### src/rtl/line_follow_controller.sv
// line_follow_controller: weighted line-position error drives saturated differential wheel commands
// Ports: clk; reset (async, active-low); enable (0 forces IDLE); sensors (bit N-1 leftmost);
//   speed (unsigned base speed); wheel_left/wheel_right (signed, registered);
//   state (IDLE=0 TRACK=1 CROSS=2 LOST=3 STOP=4).
// Build option: define RAMP_EN to slew-limit the wheel outputs by RAMP_STEP per cycle.
module line_follow_controller #(
  parameter int NUM_SENSORS  = 4,
  parameter int SPEED_W      = 6,
  parameter int WHEEL_W      = 8,
  parameter int TURN_GAIN    = 4,
  parameter int SEARCH_SPEED = 16,
  parameter int LOST_TIMEOUT = 1000,
  parameter int RAMP_STEP    = 2
) (
  input  logic                      clk,
  input  logic                      reset,
  input  logic                      enable,
  input  logic [NUM_SENSORS-1:0]    sensors,
  input  logic [SPEED_W-1:0]        speed,
  output logic signed [WHEEL_W-1:0] wheel_left,
  output logic signed [WHEEL_W-1:0] wheel_right,
  output logic [2:0]                state
);
  typedef enum logic [2:0] {IDLE = 3'd0, TRACK = 3'd1, CROSS = 3'd2, LOST = 3'd3, STOP = 3'd4} state_t;
`ifdef RAMP_EN
  localparam bit RAMP = 1'b1;
`else
  localparam bit RAMP = 1'b0;
`endif
  localparam int CW = LOST_TIMEOUT > 1 ? $clog2(LOST_TIMEOUT) : 1;
  localparam logic signed [31:0] W_MAX = 2 ** (WHEEL_W - 1) - 1;
  localparam logic signed [31:0] W_MIN = -(2 ** (WHEEL_W - 1));
  localparam logic signed [WHEEL_W-1:0] SS = WHEEL_W'(SEARCH_SPEED);
  localparam logic signed [WHEEL_W-1:0] RS = WHEEL_W'(RAMP_STEP);
  state_t                    state_q, state_d;
  logic [CW-1:0]             cnt_q, cnt_d;
  logic                      dir_q, dir_d;
  logic signed [WHEEL_W-1:0] wl_q, wl_d, wr_q, wr_d, tl, tr;
  logic signed [31:0]        err, turn, spd;
  function automatic logic signed [WHEEL_W-1:0] sat(input logic signed [31:0] v);
    return v > W_MAX ? W_MAX[WHEEL_W-1:0] : v < W_MIN ? W_MIN[WHEEL_W-1:0] : v[WHEEL_W-1:0];
  endfunction
  function automatic logic signed [WHEEL_W-1:0] slew(input logic signed [WHEEL_W-1:0] q,
                                                     input logic signed [WHEEL_W-1:0] t);
    logic signed [31:0] d;
    d = 32'(t) - 32'(q);
    return d > RAMP_STEP ? q + RS : d < -RAMP_STEP ? q - RS : t;
  endfunction
  always_comb begin
    err = '0;
    for (int i = 0; i < NUM_SENSORS; i++)
      if (sensors[i]) err = err + 2 * i - (NUM_SENSORS - 1);
    turn = err * TURN_GAIN;
    spd = 32'(speed);
  end
  // Priority: enable, then IDLE exit, then line pattern; an all-zero pattern
  // is the only case that can move LOST toward STOP, so a returning line always wins.
  always_comb begin
    state_d = state_q;
    cnt_d = '0;
    dir_d = dir_q;
    tl = '0;
    tr = '0;
    if (!enable) state_d = IDLE;
    else if (state_q == IDLE) state_d = TRACK;
    else if (&sensors) begin
      state_d = CROSS;
      tl = sat(spd);
      tr = sat(spd);
    end else if (|sensors) begin
      state_d = TRACK;
      tl = sat(spd - turn);
      tr = sat(spd + turn);
      dir_d = err > 0 ? 1'b1 : err < 0 ? 1'b0 : dir_q;
    end else if (state_q == TRACK || state_q == CROSS || (state_q == LOST && cnt_q != CW'(LOST_TIMEOUT - 1))) begin
      state_d = LOST;
      cnt_d = state_q == LOST ? cnt_q + 1'b1 : '0;
      tl = dir_q ? -SS : SS;
      tr = dir_q ? SS : -SS;
    end else state_d = STOP;
    wl_d = !enable ? '0 : RAMP ? slew(wl_q, tl) : tl;
    wr_d = !enable ? '0 : RAMP ? slew(wr_q, tr) : tr;
  end
  always_ff @(posedge clk or negedge reset)
    if (!reset) begin
      state_q <= IDLE;
      cnt_q <= '0;
      dir_q <= 1'b0;
      wl_q <= '0;
      wr_q <= '0;
    end else begin
      state_q <= state_d;
      cnt_q <= cnt_d;
      dir_q <= dir_d;
      wl_q <= wl_d;
      wr_q <= wr_d;
    end
  assign wheel_left = wl_q;
  assign wheel_right = wr_q;
  assign state = state_q;
endmodule

### config.mk
export PLATFORM = sky130hd
export DESIGN_NAME = line_follow_controller
export DESIGN_NICKNAME = d
export VERILOG_FILES = /design/src/rtl/line_follow_controller.sv
export SDC_FILE = /design/constraint.sdc
export NUM_CORES = 1
export LEC_CHECK = 0
export CAP_MARGIN = 20
export CORE_MARGIN = 3
export CORE_UTILIZATION = 55
export CTS_CLUSTER_DIAMETER = 60
export DETAILED_ROUTE_END_ITERATION = 8
export GPL_ROUTABILITY_DRIVEN = 0
export PLACE_DENSITY = 0.85
export SLEW_MARGIN = 20
export SYNTH_ARGS = -nofsm -noshare
export SYNTH_HDL_FRONTEND = slang
export SYNTH_SLANG_ARGS = --single-unit
### constraint.sdc
create_clock -name clk -period 2.1 [get_ports clk]
set_input_delay 0.42 -clock clk [delete_from_list [all_inputs] [get_ports clk]]
set_output_delay 0.42 -clock clk [all_outputs]
set_load 0.02 [all_outputs]
==> results of run 1 <==
-- kinds of logic after synthesis --
family	Yosys count	synth area share (%)
AOI/OAI and AO/OA	135	25.6
xor gates and xnor gates	24	5.33
adders and majority gates	38	12.6
buffers and inverters	57	5.87
DFF	30	19.1
muxes	4	1.08
and+or+nand+nor	214	30.4
-- stage by stage --
stage               TNS (ns)  setup slack, ns
floorplan             -31.52            -2.05
global placement      -50.59            -2.82
detailed placement    -54.62            -3.04
CTS                   -33.64            -2.19
-- timing repair --
action                                  in CTS
pin swaps                                   27
endpoints found under the setup margin      30
setup buffers                               14
resized for setup                           82
==> results.py, run 1 <==
metrics = {
    "synth": {
        "synth.avg_cell_area_um2": 7.85,
        "yosysSeqAreaShare_pct": 19.1,
        "synth_top_area_share_pct": 19.1,
        "synth_edf_count": 0,
        "ys_seq_elements": 30,
        "yosysMostFrequentCell": "nor2_1",
        "synth.largest_area_cell": "dfrtp_1",
        "yosysUniqueCellTypes": 85,
        "syn-num-nets": 553,
        "synthCells": 502,
        "synth-main-ff-cell": "dfrtp_1",
        "synth_area_mm2": 0.00394,
        "yosysWarnings": 0,
        "yosys-top-cells-area": "dfrtp_1 19%, ha_1 11%, nor2_1 4.9%, nand2_1 4.1%, xor2_1 3.1%",
        "synth_commonest_cells": "51 x nor2_1, 43 x nand2_1, 35 x ha_1",
        "async_reset_ff_share_pct": 100,
    },
    "clock_network": {
        "cts_buffers": 5,
        "clockBufferDepth": 2,
        "cts.hold.buffers_added": 0,
        "cts_root_buf": "clkbuf_8",
        "clkSinkCount": 30,
        "htree_levels": 2,
    },
    "floorplanning": {
        "num_rows": 30,
        "initial_core_util_pct": 57.4,
        "io_pins": 32,
        "die_y_um": 90.6,
        "fp.dieW_um": 90.6,
    },
    "outcome": {
        "outcome": "stopped before the end",
        "stop_stage": "5_1_grt",
        "error_line": "[ERROR DPL-0038] Utilization greater than 100%, impossible to legalize",
    },
    "timing": {
        "worst_endpoint": "wheel_left[4]$_DFF_PN0_/D",
        "worstEpCategory": "register data pin",
    },
    "placement": {
        "io_buffers": 31,
        "place_area_mm2": 0.00574,
        "placed_cells": 773,
        "dp_hpwl_mm": 13.4,
    },
    "grt": {
        "grt_max_degree": 42,
    },
}
==> inputs of run 2 (changes only) <==
CORE_UTILIZATION = 40   (was 55)
CTS_CLUSTER_DIAMETER = not set   (was 60)
PLACE_DENSITY = not set   (was 0.85)
PLACE_DENSITY_LB_ADDON = 0.15   (was not set)
==> run 2 against run 1 <==
Against the previous run: the flow now finishes, with violations (setup timing); synthesized cell count did not move; area after synthesis did not move.
==> results.py, run 2 <==
metrics = {
    "outcome": {
        "outcome": "complete, but fails checks",
        "failed_checks": "setup timing",
    },
    "final_layout": {
        "layout_commonest_cell": "buf_4",
        "area_delta_synth_final_pct": 68.6,
        "nFillCells": 714,
        "final_cell_mix": "180 x buf_4, 47 x nor2_1, 39 x nand2_1",
        "final_cells": 842,
        "drive_gt1_share_pct": 45.7,
        "fin_area_mm2": 0.00664,
        "top_register": "cnt_q",
        "fin_nets": 763,
        "largest_register_ff_count": 10,
        "antennaDiodeCount": 0,
    },
    "worst_setup_path": {
        "critPathMaxStageDelay_ns": 0.60,
        "cp_max_fo": 6,
        "setup.worst_path.start": "sensors[1]",
        "crit_cells": 18,
        "crit_arrival_ns": 4.45,
        "start_kind": "input port",
        "path_delay_family": "simple AND/OR/NAND/NOR gates",
        "cp-end-kind": "register",
        "rr_startpoint": "cnt_q[0]",
        "crit_buf_inv": 5,
        "worst_ep_required_time_ns": 2.31,
        "critical_path.cell_chain": "buf_12, fa_2, inv_4, ha_4, inv_4, ha_4, buf_4, inv_2, ha_2, or3b_4, or4_4, a21oi_4, nor3b_2, o21ai_2, nor4_4, a41oi_4, o31a_1, nor3_2",
        "r2r-end": "wheel_right[7]",
        "crit_path_end": "wheel_left[3]",
        "rr_worst_depth": 8,
        "reg2reg_setup_slack_ns": 0.15,
        "cp_slowest_cell": "fa_2",
        "path_class": "in -> reg",
    },
    "timing": {
        "slew_headroom_pct": 48.9,
        "fin_crit_sh_pct": 202,
        "finalSetupViolCount": 17,
        "skew_ns": 0.00659,
        "period_needed_ns": 4.24,
        "setup_ws_ns": -2.14,
        "finalHoldViolCount": 0,
        "clock.fmax_mhz": 236,
        "hold_slack_ns": 0.484,
        "rsz0062_at_grt": "true",
        "worstMarginPinSlew_ns": 0.760,
        "drv_slew": 0,
    },
    "synth": {
        "async_reset_ff_share_pct": 100,
        "synth_commonest_cells": "51 x nor2_1, 43 x nand2_1, 35 x ha_1",
        "yosysUniqueCellTypes": 85,
        "yosysMostFrequentCell": "nor2_1",
        "yosysSeqAreaShare_pct": 19.1,
        "synth.largest_area_cell": "dfrtp_1",
        "ys_seq_elements": 30,
        "synth_top_area_share_pct": 19.1,
        "synth-main-ff-cell": "dfrtp_1",
        "synth.avg_cell_area_um2": 7.85,
        "synthCells": 502,
        "synth_area_mm2": 0.00394,
        "synth_edf_count": 0,
        "yosys-top-cells-area": "dfrtp_1 19%, ha_1 11%, nor2_1 4.9%, nand2_1 4.1%, xor2_1 3.1%",
        "yosysWarnings": 0,
        "syn-num-nets": 553,
    },
    "grt": {
        "grt_util_all_layers_pct": 27.1,
        "grt_pass1_vias": 4769,
        "antenna_found_initial": 0,
        "overflow": 0,
        "grt_pass1_wl_mm": 24.3,
        "grt_max_degree": 42,
    },
    "routing": {
        "drtIter0Drc": 447,
        "vias_per_cell": 5.69,
        "wl_mm": 15.3,
        "ant_nets": 0,
        "dr.pass1.iters": 5,
        "num_vias": 4787,
        "drc": 0,
        "detail_route.wl_per_cell_um": 18.2,
    },
    "clock_network": {
        "cts_root_buf": "clkbuf_8",
        "clkSinkCount": 30,
        "clockBufferDepth": 2,
        "clk_latency_ns": 0.29,
        "path_clk_slew_ns": 0.06,
        "cts_buffers": 5,
        "htree_levels": 2,
        "tritoncts": "done",
        "cts.hold.buffers_added": 0,
    },
    "power_and_ir_drop": {
        "peakVddDrop_uv": 329,
        "p_leak_nw": 2.88,
        "internal-power_w": 0.00210,
        "p_total_w": 0.00358,
        "pwr-share-clk_pct": 13.6,
        "pwr-share-comb_pct": 69.1,
        "power_density_mw_per_mm2": 538,
        "p_seq_share_pct": 17.3,
        "p_sw_share_pct": 41.4,
        "switching_power_w": 0.00148,
    },
    "floorplanning": {
        "io_pins": 32,
        "core-area_mm2": 0.00942,
        "die_area_mm2": 0.0111,
        "num_rows": 35,
        "initial_core_util_pct": 41.8,
        "die_y_um": 105,
        "fp.dieW_um": 105,
    },
    "placement": {
        "io_buffers": 31,
        "placed_cells": 804,
        "place_area_mm2": 0.00577,
        "dp_hpwl_mm": 11.5,
        "pre_cts_ws_ns": -3.10,
    },
    "worst_hold_path": {
        "hp-class": "reg -> reg",
    },
    "flow_run": {
        "maxCapViolCount": 0,
    },
}
[run 2: cell counts after synthesis]
No cell type changed its count.
[run 2: how the worst min path moves through the flow]
stage	from	endpoint	slack (ns)	cells past startpoint
global route	cnt_q[0]	cnt_q[0]	0.52	1
finish	cnt_q[0]	cnt_q[0]	0.48	1
detailed placement	cnt_q[0]	cnt_q[0]	0.47	1
floorplan	reset	cnt_q[0]	0.12	0
global placement	cnt_q[0]	cnt_q[0]	0.47	1
CTS	cnt_q[0]	cnt_q[0]	0.48	1
[run 2: repair_timing]
item	4_1_cts	5_1_grt
setup endpoints to repair	28	17
pin swaps	46	28
resized for setup	90	42
setup buffers	19	15
[run 2: through the flow]
step           utilization [%]  TNS (ns)
3_3_place_gp              61.3    -53.25
4_1_cts                   67.7    -33.07
2_1_floorplan                -    -31.52
6_report                  70.6    -33.94
3_5_place_dp              61.3    -55.32
5_1_grt                   70.6    -35.70
[run 2: kinds of logic after synthesis]
logic type | share of synthesized area [%]
simple gates | 30.4
fa+ha+maj | 12.6
compound gates | 25.6
flops | 19.1
xor+xnor | 5.33
mux | 1.08
buf+inv | 5.87
[run 2: final cells by class]
type                    instances  area, um^2  area share, %
inverters                      32         150           2.26
clock buffers                   6        82.6           1.24
repair buffers                228        1900           28.5
well taps                     129         161           2.43
flip-flops and latches         30         751           11.3
multi-input cells             415        3590           54.0
clock inverters                 2        12.5          0.188
[run 2: metal layers]
| metal | global-route usage, % | vias up | routed length [um] |
|---|---|---|---|
| li1 | - | 2251 | - |
| met1 | 33.9 | 2251 | 6350 |
| met2 | 44.9 | 230 | 7160 |
| met3 | 5.76 | 55 | 1150 |
| met4 | 11.7 | 0 | 646 |
| met5 | 0 | - | 0 |
[run 2: power groups by stage]
stage,clock network [W],logic (W),registers [W]
global placement,0,0.00201,0.000629
finish,0.000487,0.00247,0.000619
global route,0.000521,0.00263,0.000624
CTS,0.000498,0.00227,0.000619
detailed placement,0,0.00203,0.000630
floorplan,0,0.00106,0.000664
No activity file was read; power rests on OpenSTA's default activity.
==> inputs of run 3 (changes only) <==
CORE_MARGIN = 2   (was 3)
SLEW_MARGIN = not set   (was 20)
==> run 3 against run 2 <==
Against the previous run: the flow still finishes with violations (setup timing); highest routed layer unchanged; final cell count is 0.71% higher; largest power group unchanged; hold slack gained 0.021 ns; utilization shrank 0.23 points; final area up 2.5%; critical endpoint is now wheel_left[6].
==> results.py, run 3 (synthesis gave the netlist of run 2 again) <==
metrics = {
    "outcome": {
        "outcome": "complete, but fails checks",
        "failed_checks": "setup timing",
    },
    "routing": {
        "ant_nets": 0,
        "drtIter0Drc": 423,
        "num_vias": 4952,
        "detail_route.wl_per_cell_um": 18.6,
        "vias_per_cell": 5.84,
        "wl_mm": 15.8,
        "drc": 0,
        "dr.pass1.iters": 6,
    },
    "worst_setup_path": {
        "rr_startpoint": "cnt_q[0]",
        "start_kind": "input port",
        "cp_max_fo": 5,
        "path_class": "in -> reg",
        "crit_arrival_ns": 4.41,
        "worst_ep_required_time_ns": 2.26,
        "setup.worst_path.start": "sensors[1]",
        "cp-end-kind": "register",
    },
    "final_layout": {
        "drive_gt1_share_pct": 47.3,
        "final_cell_mix": "175 x buf_4, 47 x nor2_1, 35 x nand2_1",
        "layout_commonest_cell": "buf_4",
        "antennaDiodeCount": 0,
        "final_cells": 848,
        "fin_nets": 766,
        "largest_register_ff_count": 10,
        "area_delta_synth_final_pct": 72.8,
        "top_register": "cnt_q",
    },
    "clock_network": {
        "htree_levels": 2,
        "clk_latency_ns": 0.27,
        "clockBufferDepth": 2,
        "path_clk_slew_ns": 0.06,
        "cts.hold.buffers_added": 0,
        "cts_root_buf": "clkbuf_8",
        "clkSinkCount": 30,
        "tritoncts": "done",
        "cts_buffers": 5,
    },
    "placement": {
        "io_buffers": 31,
        "pre_cts_ws_ns": -3.07,
        "placed_cells": 811,
        "dp_hpwl_mm": 11.6,
    },
    "timing": {
        "skew_ns": 0.00452,
        "worstMarginPinSlew_ns": 0.703,
        "rsz0062_at_grt": "true",
        "setup_ws_ns": -2.15,
        "slew_headroom_pct": 52.8,
        "drv_slew": 0,
        "clock.fmax_mhz": 235,
        "finalSetupViolCount": 17,
        "finalHoldViolCount": 0,
        "period_needed_ns": 4.25,
        "fin_crit_sh_pct": 203,
    },
    "grt": {
        "grt_pass1_vias": 4777,
        "grt_util_all_layers_pct": 29.0,
        "grt_pass1_wl_mm": 24.1,
        "antenna_found_initial": 0,
        "overflow": 0,
        "grt_max_degree": 41,
    },
    "floorplanning": {
        "die_area_mm2": 0.0107,
        "die_y_um": 103,
        "num_rows": 36,
        "io_pins": 32,
        "fp.dieW_um": 103,
        "initial_core_util_pct": 40.7,
        "core-area_mm2": 0.00968,
    },
    "worst_hold_path": {
        "hold_path.startpoint": "cnt_q[0]",
        "hp-class": "reg -> reg",
    },
    "flow_run": {
        "maxCapViolCount": 0,
    },
    "power_and_ir_drop": {
        "peakVddDrop_uv": 271,
        "p_leak_nw": 2.96,
        "power_density_mw_per_mm2": 552,
    },
}
-- run 3: cell types whose count changed in the layout (fill, tap and decap cells not counted), moves of 4 or more --
cell	change
nand2_1	-4
nor3_2	-4
buf_4	-5
buf_6	+8
ha_1	-4
o21ai_1	+4
-- run 3: stage by stage --
stage	hold WS, ns	util, %	cell area, um^2	total power, W	setup TNS (ns)
3_5_place_dp	0.497	59.9	5800	0.00266	-54.09
4_1_cts	0.505	66.2	6410	0.00348	-33.63
5_1_grt	0.521	70.3	6810	0.00395	-35.47
2_1_floorplan	0.124	-	4170	0.00172	-31.52
6_report	0.504	70.3	6810	0.00376	-33.64
3_3_place_gp	0.473	59.9	5800	0.00264	-53.08
-- run 3: area by class of cell --
type                       count  area (um^2)
clock inverter                 1         30.0
fill                         728         2870
sequential                    30          751
inverter                      32          153
timing repair buffer         231         1920
clock buffer                   6         82.6
multi-input combinational    415         3710
tap                          133          166
-- run 3: where the power goes --
part	internal [W]	leakage, nW	switching, W
clock	0.000379	0.0573	0.000200
sequential	0.000608	0.406	0.00000994
combinational	0.00126	2.50	0.00130
-- run 3: final timing paths --
kind	endpoint	cells after the start	slack [ns]
worst min-delay path	cnt_q[0]	1	0.50
worst max register to register	wheel_right[7]	8	0.13
min in group asynchronous	wheel_left[4]	2	0.54
worst max-delay path	wheel_left[6]	20	-2.15
worst min register to register	cnt_q[0]	1	0.50
max in group asynchronous	state[2]	2	1.28
-- run 3: repair_timing --
item | CTS | global route
setup endpoints to repair | 30 | 17
resized for setup | 85 | 75
buffers inserted | 23 | 11
pin swaps | 46 | 65
-- run 3: critical path, stage by stage --
cell and delay [ns]:
buf_6 0.10, buf_6 0.11, fa_2 0.60, inv_4 0.06, ha_4 0.16, inv_4 0.07
ha_4 0.16, ha_4 0.16, buf_6 0.10, ha_4 0.22, buf_4 0.14, buf_4 0.13
buf_4 0.14, and4_1 0.17, nor3_2 0.21, or4bb_4 0.57, nor3_4 0.21, a41oi_4 0.18
buf_6 0.16, o311a_1 0.33
-- run 3: per-layer routing --
metal | wire length, um | track usage [%]
met5 | 0 | 0
met4 | 706 | 12.6
met3 | 1200 | 4.64
met2 | 7520 | 48.8
met1 | 6380 | 36.7
